[config.mk]
export PLATFORM = sky130hd
export DESIGN_NAME = load_store_unit
export DESIGN_NICKNAME = d
export VERILOG_FILES = /design/src/rtl/lsu_pkg.sv /design/src/rtl/lsu_lane_align.sv /design/src/rtl/load_store_unit.sv
export SDC_FILE = /design/constraint.sdc
export NUM_CORES = 1
export LEC_CHECK = 0
export ABC_AREA = 1
export CORE_ASPECT_RATIO = 1.5
export CORE_MARGIN = 8
export CORE_UTILIZATION = 46
export CTS_BUF_LIST = sky130_fd_sc_hd__clkbuf_4 sky130_fd_sc_hd__clkbuf_8
export DETAILED_ROUTE_END_ITERATION = 7
export GPL_ROUTABILITY_DRIVEN = 0
export PLACE_DENSITY = 0.84
export SYNTH_ARGS = -nofsm -noshare
export SYNTH_HDL_FRONTEND = slang
export SYNTH_SLANG_ARGS = --single-unit
[constraint.sdc]
create_clock -name clk -period 2.15 [get_ports clk]
set_input_delay 0.5375 -clock clk [delete_from_list [all_inputs] [get_ports clk]]
set_output_delay 0.5375 -clock clk [all_outputs]
set_load 0.03 [all_outputs]
[src/rtl/lsu_pkg.sv]
// Shared definitions for the load/store unit: access size encodings,
// response error codes, FSM state encoding and the alignment check.
// Latency: n/a (package). Backpressure: n/a.
package lsu_pkg;

  localparam logic [1:0] SZ_BYTE = 2'b00;
  localparam logic [1:0] SZ_HALF = 2'b01;
  localparam logic [1:0] SZ_WORD = 2'b10;

  localparam logic [1:0] ERR_OK      = 2'b00;
  localparam logic [1:0] ERR_ALIGN   = 2'b01;
  localparam logic [1:0] ERR_TIMEOUT = 2'b10;

  typedef enum logic [1:0] {
    ST_IDLE   = 2'b00,
    ST_ACCESS = 2'b01,
    ST_RESP   = 2'b10
  } lsu_state_t;

  // Size 2'b11 is illegal and is reported the same way as a misalignment.
  function automatic logic is_misaligned(input logic [1:0] size, input logic [1:0] addr_lo);
    case (size)
      SZ_BYTE: is_misaligned = 1'b0;
      SZ_HALF: is_misaligned = addr_lo[0];
      SZ_WORD: is_misaligned = |addr_lo;
      default: is_misaligned = 1'b1;
    endcase
  endfunction

endpackage

[src/rtl/lsu_lane_align.sv]
// Byte-lane steering: byte enables and replicated store data from size/addr,
// plus lane extraction and zero/sign extension of load data.
// Latency: purely combinational. Backpressure: none (no state).
// Ports: size, addr_lo, ld_unsigned, st_data, ld_raw -> be, st_lane, ld_ext.
module lsu_lane_align
  import lsu_pkg::*;
(
  input  logic [1:0]  size,
  input  logic [1:0]  addr_lo,
  input  logic        ld_unsigned,
  input  logic [31:0] st_data,
  input  logic [31:0] ld_raw,
  output logic [3:0]  be,
  output logic [31:0] st_lane,
  output logic [31:0] ld_ext
);

  logic [31:0] shifted;

  always_comb begin
    be      = 4'b0000;
    st_lane = st_data;
    ld_ext  = '0;
    // Bring the addressed lane down to bits [7:0] / [15:0].
    shifted = ld_raw >> {addr_lo, 3'b000};
    case (size)
      SZ_BYTE: begin
        be      = 4'b0001 << addr_lo;
        st_lane = {4{st_data[7:0]}};
        ld_ext  = {{24{~ld_unsigned & shifted[7]}}, shifted[7:0]};
      end
      SZ_HALF: begin
        be      = 4'b0011 << addr_lo;
        st_lane = {2{st_data[15:0]}};
        ld_ext  = {{16{~ld_unsigned & shifted[15]}}, shifted[15:0]};
      end
      SZ_WORD: begin
        be      = 4'b1111;
        st_lane = st_data;
        ld_ext  = shifted;
      end
      default: begin
        be      = 4'b0000;
        st_lane = st_data;
        ld_ext  = '0;
      end
    endcase
  end

endmodule

[src/rtl/load_store_unit.sv]
// Data-memory initiator: one load/store per handshake, lane-steered strobes to
// memory, aligned/extended load data back for writeback.
// Latency: 2 cycles request-to-rsp_valid minimum (1 for alignment errors);
// req_ready is low from acceptance until the response pulse, one access in flight.
// Ports: req_* from execute, mem_* to data memory (mem_ack ends an access),
//        rsp_* one-cycle response to writeback.
// Optional: define LSU_TIMEOUT_EN to abort accesses after TIMEOUT cycles with rsp_err=10.
module load_store_unit
  import lsu_pkg::*;
#(
  parameter int AW      = 32,
  parameter int DW      = 32,
  parameter int TIMEOUT = 255
) (
  input  logic          clk,
  input  logic          rst_n,
  input  logic          req_valid,
  output logic          req_ready,
  input  logic          req_store,
  input  logic [1:0]    req_size,
  input  logic          req_unsigned,
  input  logic [AW-1:0] req_addr,
  input  logic [DW-1:0] req_wdata,
  input  logic [4:0]    req_rd,
  output logic          mem_read,
  output logic          mem_write,
  output logic [AW-1:0] mem_addr,
  output logic [DW-1:0] mem_wdata,
  output logic [3:0]    mem_be,
  input  logic [DW-1:0] mem_rdata,
  input  logic          mem_ack,
  output logic          rsp_valid,
  output logic [DW-1:0] rsp_data,
  output logic [4:0]    rsp_rd,
  output logic          rsp_we,
  output logic [1:0]    rsp_err
);

  lsu_state_t    state_q, state_d;
  logic          store_q, store_d;
  logic [1:0]    size_q, size_d;
  logic          uns_q, uns_d;
  logic [AW-1:0] addr_q, addr_d;
  logic [DW-1:0] wdata_q, wdata_d;
  logic [4:0]    rd_q, rd_d;
  logic [1:0]    err_q, err_d;
  logic [DW-1:0] data_q, data_d;

  logic [3:0]    be;
  logic [DW-1:0] st_lane;
  logic [DW-1:0] ld_ext;
  logic          in_access;
  logic          in_resp;

`ifdef LSU_TIMEOUT_EN
  localparam int CW = ($clog2(TIMEOUT + 1) < 8) ? 8 : $clog2(TIMEOUT + 1);
  logic [CW-1:0] cnt_q, cnt_d;
`else
  logic unused_timeout;
  assign unused_timeout = (TIMEOUT == 0);
`endif

  // Lane logic works from the latched request so outputs stay stable in ACCESS.
  lsu_lane_align u_align (
    .size        (size_q),
    .addr_lo     (addr_q[1:0]),
    .ld_unsigned (uns_q),
    .st_data     (wdata_q),
    .ld_raw      (mem_rdata),
    .be          (be),
    .st_lane     (st_lane),
    .ld_ext      (ld_ext)
  );

  always_comb begin
    state_d = state_q;
    store_d = store_q;
    size_d  = size_q;
    uns_d   = uns_q;
    addr_d  = addr_q;
    wdata_d = wdata_q;
    rd_d    = rd_q;
    err_d   = err_q;
    data_d  = data_q;
`ifdef LSU_TIMEOUT_EN
    cnt_d   = cnt_q;
`endif
    case (state_q)
      ST_IDLE: begin
        if (req_valid) begin
          store_d = req_store;
          size_d  = req_size;
          uns_d   = req_unsigned;
          addr_d  = req_addr;
          wdata_d = req_wdata;
          rd_d    = req_rd;
          data_d  = '0;
          if (is_misaligned(req_size, req_addr[1:0])) begin
            err_d   = ERR_ALIGN;
            state_d = ST_RESP;
          end else begin
            err_d   = ERR_OK;
            state_d = ST_ACCESS;
`ifdef LSU_TIMEOUT_EN
            cnt_d   = '0;
`endif
          end
        end
      end
      ST_ACCESS: begin
        // An ack in the expiry cycle takes priority over the timeout.
        if (mem_ack) begin
          data_d  = store_q ? '0 : ld_ext;
          state_d = ST_RESP;
        end
`ifdef LSU_TIMEOUT_EN
        else if (cnt_q == CW'(TIMEOUT - 1)) begin
          err_d   = ERR_TIMEOUT;
          data_d  = '0;
          state_d = ST_RESP;
        end else begin
          cnt_d = cnt_q + 1'b1;
        end
`endif
      end
      ST_RESP: state_d = ST_IDLE;
      default: state_d = ST_IDLE;
    endcase
  end

  always_ff @(posedge clk or negedge rst_n) begin
    if (!rst_n) begin
      state_q <= ST_IDLE;
      store_q <= 1'b0;
      size_q  <= SZ_BYTE;
      uns_q   <= 1'b0;
      addr_q  <= '0;
      wdata_q <= '0;
      rd_q    <= '0;
      err_q   <= ERR_OK;
      data_q  <= '0;
`ifdef LSU_TIMEOUT_EN
      cnt_q   <= '0;
`endif
    end else begin
      state_q <= state_d;
      store_q <= store_d;
      size_q  <= size_d;
      uns_q   <= uns_d;
      addr_q  <= addr_d;
      wdata_q <= wdata_d;
      rd_q    <= rd_d;
      err_q   <= err_d;
      data_q  <= data_d;
`ifdef LSU_TIMEOUT_EN
      cnt_q   <= cnt_d;
`endif
    end
  end

  // Outputs decode straight from state, so an async reset drops strobes at once.
  assign in_access = (state_q == ST_ACCESS);
  assign in_resp   = (state_q == ST_RESP);

  assign req_ready = (state_q == ST_IDLE);
  assign mem_read  = in_access & ~store_q;
  assign mem_write = in_access & store_q;
  assign mem_addr  = in_access ? {addr_q[AW-1:2], 2'b00} : '0;
  assign mem_be    = in_access ? be : 4'b0000;
  assign mem_wdata = in_access ? st_lane : '0;

  assign rsp_valid = in_resp;
  assign rsp_data  = in_resp ? data_q : '0;
  assign rsp_rd    = in_resp ? rd_q : '0;
  assign rsp_we    = in_resp & ~store_q & (err_q == ERR_OK);
  assign rsp_err   = in_resp ? err_q : ERR_OK;

endmodule

After elaboration in Yosys (flattened, before gate mapping)
Index checks and enable logic that the tools add are counted.
{"block": "totals", "output_inout_bits": 112, "reg_bits": 109, "input_bits": 109, "word_cells": 58}
{"block": "classes", "bitwise": 8, "muxes": 21, "eq_ne": 8, "n_reduce_logical": 9, "shift": 3}
{"operator": "32-bit 2-to-1 mux", "n": 6}
{"operator": "32-bit case mux with 2 select lines", "n": 2}
{"operator": "32-bit case mux with 3 select lines", "n": 1}
{"operator": "32-bit by 5-bit >> shifter with 32-bit output", "n": 1}
{"operator": "4-bit case mux with 3 select lines", "n": 1}
{"operator": "2-bit zero test", "n": 4}
{"operator": "2-bit 2-to-1 mux", "n": 4}
{"operator": "1-bit bitwise AND", "n": 6}
{"operator": "2-bit by 1-bit == test with 1-bit output (second input constant)", "n": 3}
{"operator": "2-bit == test (second input constant)", "n": 3}
{"operator": "5-bit 2-to-1 mux", "n": 1}
{"operator": "4-bit 2-to-1 mux", "n": 1}
{"operator": "2-bit != test (second input constant)", "n": 2}
{"operator": "2-bit case mux with 2 select lines", "n": 1}
{"operator": "2-bit AND reduction", "n": 2}
{"operator": "1-bit by 2-bit << shifter with 4-bit output (first input constant)", "n": 1}
{"operator": "2-bit by 2-bit << shifter with 4-bit output (first input constant)", "n": 1}
{"operator": "1-bit 2-to-1 mux", "n": 3}
{"operator": "1-bit case mux with 3 select lines", "n": 1}
{"operator": "3-bit AND reduction", "n": 1}
{"operator": "1-bit inverter", "n": 2}
{"operator": "2-bit nonzero test", "n": 1}
{"operator": "2-bit OR reduction", "n": 1}

Logic depth before layout (Yosys ltp)
{"block": "depth", "ltp_word": 7, "mapped_depth": 10, "ltp_nobuf": 8}

Hierarchy
Synthesis repeated with hierarchy kept, for this count alone.
{"block": "unflattened", "cells_unflattened": 996, "hier_area_um2": 6603.8}
{"mod": "load_store_unit", "area_each_um2": 5137.4, "cells_per_inst": 697, "seq_area_each_um2": 2702.6, "instances": 1}
{"mod": "lsu_lane_align", "area_each_um2": 1466.4, "cells_per_inst": 299, "seq_area_each_um2": 0.0, "instances": 1}

Worst setup path before layout
No wires, ideal clock.
{"block": "synth_path", "kind": "register to output", "from": "register state_q[1]", "to": "output rsp_we", "t_required_ns": 1.612, "arrival_time_ns": 1.881, "path_stages_with_launch": 6, "setup_slack_ns": -0.269, "n_path_buf": 1, "path_cell_list": "dfrtp_1 inv_1 nor2_1 inv_1 clkbuf_1 nor3_1"}
{"block": "synth_between", "elab_chain_cells": 3}
{"element": "from (decl)", "line_no": "load_store_unit.sv:39", "rtl": "lsu_state_t state_q, state_d;"}
{"element": "from (signal assigned)", "line_no": "load_store_unit.sv:146", "rtl": "state_q <= state_d;"}
{"element": "2-bit == test", "line_no": "load_store_unit.sv:163", "rtl": "assign in_resp = (state_q == ST_RESP);"}
{"element": "named net rsp_valid", "line_no": "load_store_unit.sv:32", "rtl": "output logic rsp_valid,"}
{"element": "1-bit bitwise AND (2 in a row)", "line_no": "load_store_unit.sv:175", "rtl": "assign rsp_we = in_resp & ~store_q & (err_q == ERR_OK);"}
{"element": "to (decl)", "line_no": "load_store_unit.sv:35", "rtl": "output logic rsp_we,"}
The timed path passes the listed nets, and every way through them passes these cells.

Worst setup path after layout
{"block": "layout_path", "from": "register state_q[1]", "to": "output mem_addr[19]"}
{"block": "layout_between", "elab_chain_cells": 2}
{"element": "2-bit by 1-bit == test with 1-bit output", "line_no": "load_store_unit.sv:162", "rtl": "assign in_access = (state_q == ST_ACCESS);"}
{"element": "32-bit 2-to-1 mux", "line_no": "load_store_unit.sv:168", "rtl": "assign mem_addr = in_access ? {addr_q[AW-1:2], 2'b00} : '0;"}
{"element": "to (decl)", "line_no": "load_store_unit.sv:27", "rtl": "output logic [AW-1:0] mem_addr,"}
Every way passes these cells.

==> Implementation_results.wiki <==
{| class="wikitable"
! Metric !! Value
|-
| Cell Area, Placed || 7890 um^2
|-
| Post-synthesis share of cell area spent on full adders, half adders and majority gates || 0%
|-
| Port Buffer Count || 217
|-
| Synthesized netlist cell count || 818
|-
| Maximum clock path buffer count || 2
|-
| Kind of start point of the critical path || register
|-
| Net Sw Frac || 43.7%
|-
| Synth Area in Compound Gates || 9.46%
|-
| Net Switching || 3720 uW
|-
| Peak supply drop || 0.557 mV
|-
| Syn_area_per_cell || 6.99 um^2
|-
| Vias || 6143
|-
| DP Wirelength || 14000 um
|-
| Horizontal die dimension || 107 um
|-
| Clock tree from TritonCTS || done
|-
| Pwr dens || 948 nW/um^2
|-
| DRC violations left || 0
|-
| Clock sink count || 108
|-
| Share of synthesized area occupied by flip-flops and latches || 47.3%
|-
| Top-level I/O count || 221
|-
| Via count of the first global-routing pass || 6067
|-
| Failing checks || setup timing
|-
| Minimum setup slack in the final design || -0.150 ns
|-
| Clock period minus final worst setup slack || 2.30 ns
|-
| Worst Skew || 0.0202 ns
|-
| Maximum cell stage delay along the critical path || 0.40 ns
|-
| Wirelength, routed || 20300 um
|-
| Leakage power total || 0.00435 uW
|-
| Area Overhead vs Synth || 56.8%
|-
| Final cycle utilization of the critical path || 107%
|-
| Cell Area, Synth || 5720 um^2
|-
| Post-synthesis cell type count || 25
|-
| Die Span Y || 153 um
|-
| Clock latency on the worst-skew pair || 0.38 ns
|-
| Max-cap violations || 0
|-
| Internal power consumption || 4780 uW
|-
| Crit-path max FO || 6
|-
| Combinational family with the most area after synthesis || simple AND/OR/NAND/NOR gates
|-
| H-Tree Level Count || 3
|-
| Crit-path slowest cell || sky130_fd_sc_hd__dfrtp_1
|-
| Parity-gate share of the synthesized area counting xor and xnor cells || 0%
|-
| All-layer global routing usage || 24.1%
|-
| Clock-pin transition on the worst setup and hold timing paths || 0.12 ns
|-
| Run status || finished with violations
|-
| Number of core rows || 50
|-
| Relative slew slack || 57.2%
|-
| Pin count of the biggest net entering global routing || 109
|-
| Non-filler instance count after layout || 1198
|-
| Aggregate global routing overflow || 0
|-
| Core region area || 12300 um^2
|-
| Achievable clock frequency || 435 MHz
|-
| Sequential share of power || 33.6%
|-
| Area of the die || 16300 um^2
|-
| Effective utilization at floorplan || 46.4%
|-
| Synth Register Bits || 108
|-
| Placed insts || 1164
|-
| Synth Area in Simple Gates || 32.2%
|-
| Setup repair after global routing missed its margin || yes
|-
| Cells along the critical path || buf_6, nor2_4, clkinv_4, buf_12, clkbuf_16, nor2_4, buf_6
|-
| Worst-margin pin slew || 0.642 ns
|-
| Worst endpoint data arrival time || 1.76 ns
|-
| Logic gate share of total power || 50.3%
|-
| Avg WL per Cell || 16.9 um
|-
| Initial DRC count || 292
|-
| Detail Route Antenna Nets || 0
|-
| Fraction of layout cells with a size suffix above 1 || 25.2%
|-
| Buffer cell driving the clock tree root || sky130_fd_sc_hd__clkbuf_8
|-
| Final-report setup violation count || 56
|-
| Final Hold Fails || 0
|-
| Net count of the finished layout || 1145
|-
| Via density || 5.13
|-
| Total non-filler cell area in the finished layout || 8960 um^2
|-
| Min-delay worst type || in2async
|-
| Wire length of the first global-routing pass || 31100 um
|-
| Type of the worst setup path || reg2out
|-
| Count of fill cells added during filler insertion || 965
|-
| YS warnings || 0
|-
| Inserted Clock Buffers || 9
|-
| Crit end category || output pin
|-
| Fraction of power consumed by the clock network || 16.0%
|-
| Max Slew Vio Count || 0
|-
| Multiplexer fraction of the synthesized cell area || 0%
|-
| CP Data Required Time || 1.61 ns
|-
| Number of antenna violations at the first check in global routing || 1
|-
| Iteration count of the initial detailed-routing pass || 5
|}
==> power groups by stage <==
stage	clock, uW	sequential (uW)	combinational, uW
global route	1460	2920	4680
global placement	0	2840	3450
CTS	1380	2840	3890
detailed placement	0	2860	3500
finish	1360	2860	4280
floorplan	0	2790	2300
==> Yosys cell counts (all sizes together) <==
cell,number,share of area (%)
inv,92,6.0
conb,1,0.066
o31ai,1,0.13
nor3,3,0.26
clkbuf,15,0.99
a21oi,12,1.1
nand2,299,20
nor2,108,7.4
o21ai,73,6.4
dfrtp,108,47
buf,36,3.8
clkinv,1,0.087
o22ai,16,1.8
nand3,52,4.9
o21a,1,0.13
==> path summary, 6_finish.rpt <==
path	start	endpoint	slack (ns)	cells after the start
max	state_q[1]	mem_addr[19]	-0.15	7
min	rst_n	wdata_q[9]	0.16	2
max reg2reg	state_q[1]	data_q[13]	0.28	10
min reg2reg	wdata_q[31]	wdata_q[31]	0.49	2
max in group asynchronous	rst_n	err_q[0]	1.43	2
min in group clk	wdata_q[31]	wdata_q[31]	0.49	2
==> cell usage in the layout (no fill, tap or decap), types with 2 or more instances in the layout <==
master and instances:
sky130_fd_sc_hd__a21oi_1 2, sky130_fd_sc_hd__a21oi_2 8, sky130_fd_sc_hd__a21oi_4 2, sky130_fd_sc_hd__buf_12 13, sky130_fd_sc_hd__buf_16 3, sky130_fd_sc_hd__buf_4 82
sky130_fd_sc_hd__buf_6 48, sky130_fd_sc_hd__clkbuf_8 11, sky130_fd_sc_hd__clkdlybuf4s50_1 107, sky130_fd_sc_hd__clkinv_4 2, sky130_fd_sc_hd__clkinvlp_4 2, sky130_fd_sc_hd__conb_1 3
sky130_fd_sc_hd__dfrtp_1 107, sky130_fd_sc_hd__inv_1 82, sky130_fd_sc_hd__inv_2 6, sky130_fd_sc_hd__inv_4 2, sky130_fd_sc_hd__nand2_1 294, sky130_fd_sc_hd__nand2_2 2
sky130_fd_sc_hd__nand2_4 2, sky130_fd_sc_hd__nand3_1 50, sky130_fd_sc_hd__nor2_1 57, sky130_fd_sc_hd__nor2_2 14, sky130_fd_sc_hd__nor2_4 37, sky130_fd_sc_hd__nor3_2 2
sky130_fd_sc_hd__o21ai_0 52, sky130_fd_sc_hd__o21ai_1 7, sky130_fd_sc_hd__o21ai_2 13, sky130_fd_sc_hd__o22ai_1 15
==> critical path, delay by kind of cell (launching register included) <==
family | cells | cell delay [ns]
buffers and inverters | 5 | 0.72
flip-flops | 1 | 0.40
AND/OR/NAND/NOR | 2 | 0.27
==> repair_timing <==
item / CTS / global route
resized for setup: 164 / 205
gates cloned: 4 / 1
setup buffers: 5 / 10
hold buffers: 0 / 0
pin swaps: 10 / 6
setup endpoints to repair: 61 / 106
==> state kept, by name, indices dropped and copies added (netlist names) <==
name	cells
wdata_q	32
uns_q	1
size_q	2
rd_q	5
data_q	32
addr_q	32
err_q	1
store_q	1
state_q	2
==> layer usage <==
layer / vias up / GRT usage [%] / part of all wire (%) / routed length [um]
met4: 0 / 15.2 / 6.0 / 1210
met5: - / 0 / 0 / 0
met2: 249 / 41.4 / 52 / 10600
li1: 2945 / - / - / -
met3: 73 / 4.57 / 6.0 / 1220
met1: 2876 / 26.4 / 36 / 7260
==> kinds of logic (layout without fill, tap and decap cells) <==
group	Yosys count	in the layout
other cells	1	4
compound gates	103	103
flops	108	108
buf+inv	144	365
simple gates	462	462
==> through the flow <==
stage | TNS (ns) | hold WS (ns) | utilization [%] | worst slack (ns) | total power (uW)
5_1_grt | -8.51 | 0.239 | 72.7 | -0.216 | 9060
2_1_floorplan | -0.367 | 0.242 | - | -0.0367 | 5090
6_report | -3.05 | 0.159 | 72.7 | -0.150 | 8500
3_5_place_dp | -0.0333 | 0.460 | 64.0 | -0.0333 | 6360
4_1_cts | -4.67 | 0.234 | 68.7 | -0.140 | 8110
3_3_place_gp | 0 | 0.457 | 64.0 | 0.0838 | 6290
==> area by class of cell <==
type	count	area, um^2	area share, %
multi-input cells	568	2860	31.9
flip-flops and latches	108	2700	30.2
repair buffers	256	2620	29.2
inverters	93	364	4.06
well taps	156	195	2.18
clock buffers	11	151	1.69
clock inverters	5	66.3	0.740
diodes	1	2.50	0.0279
(Power assumes the default switching activity.)
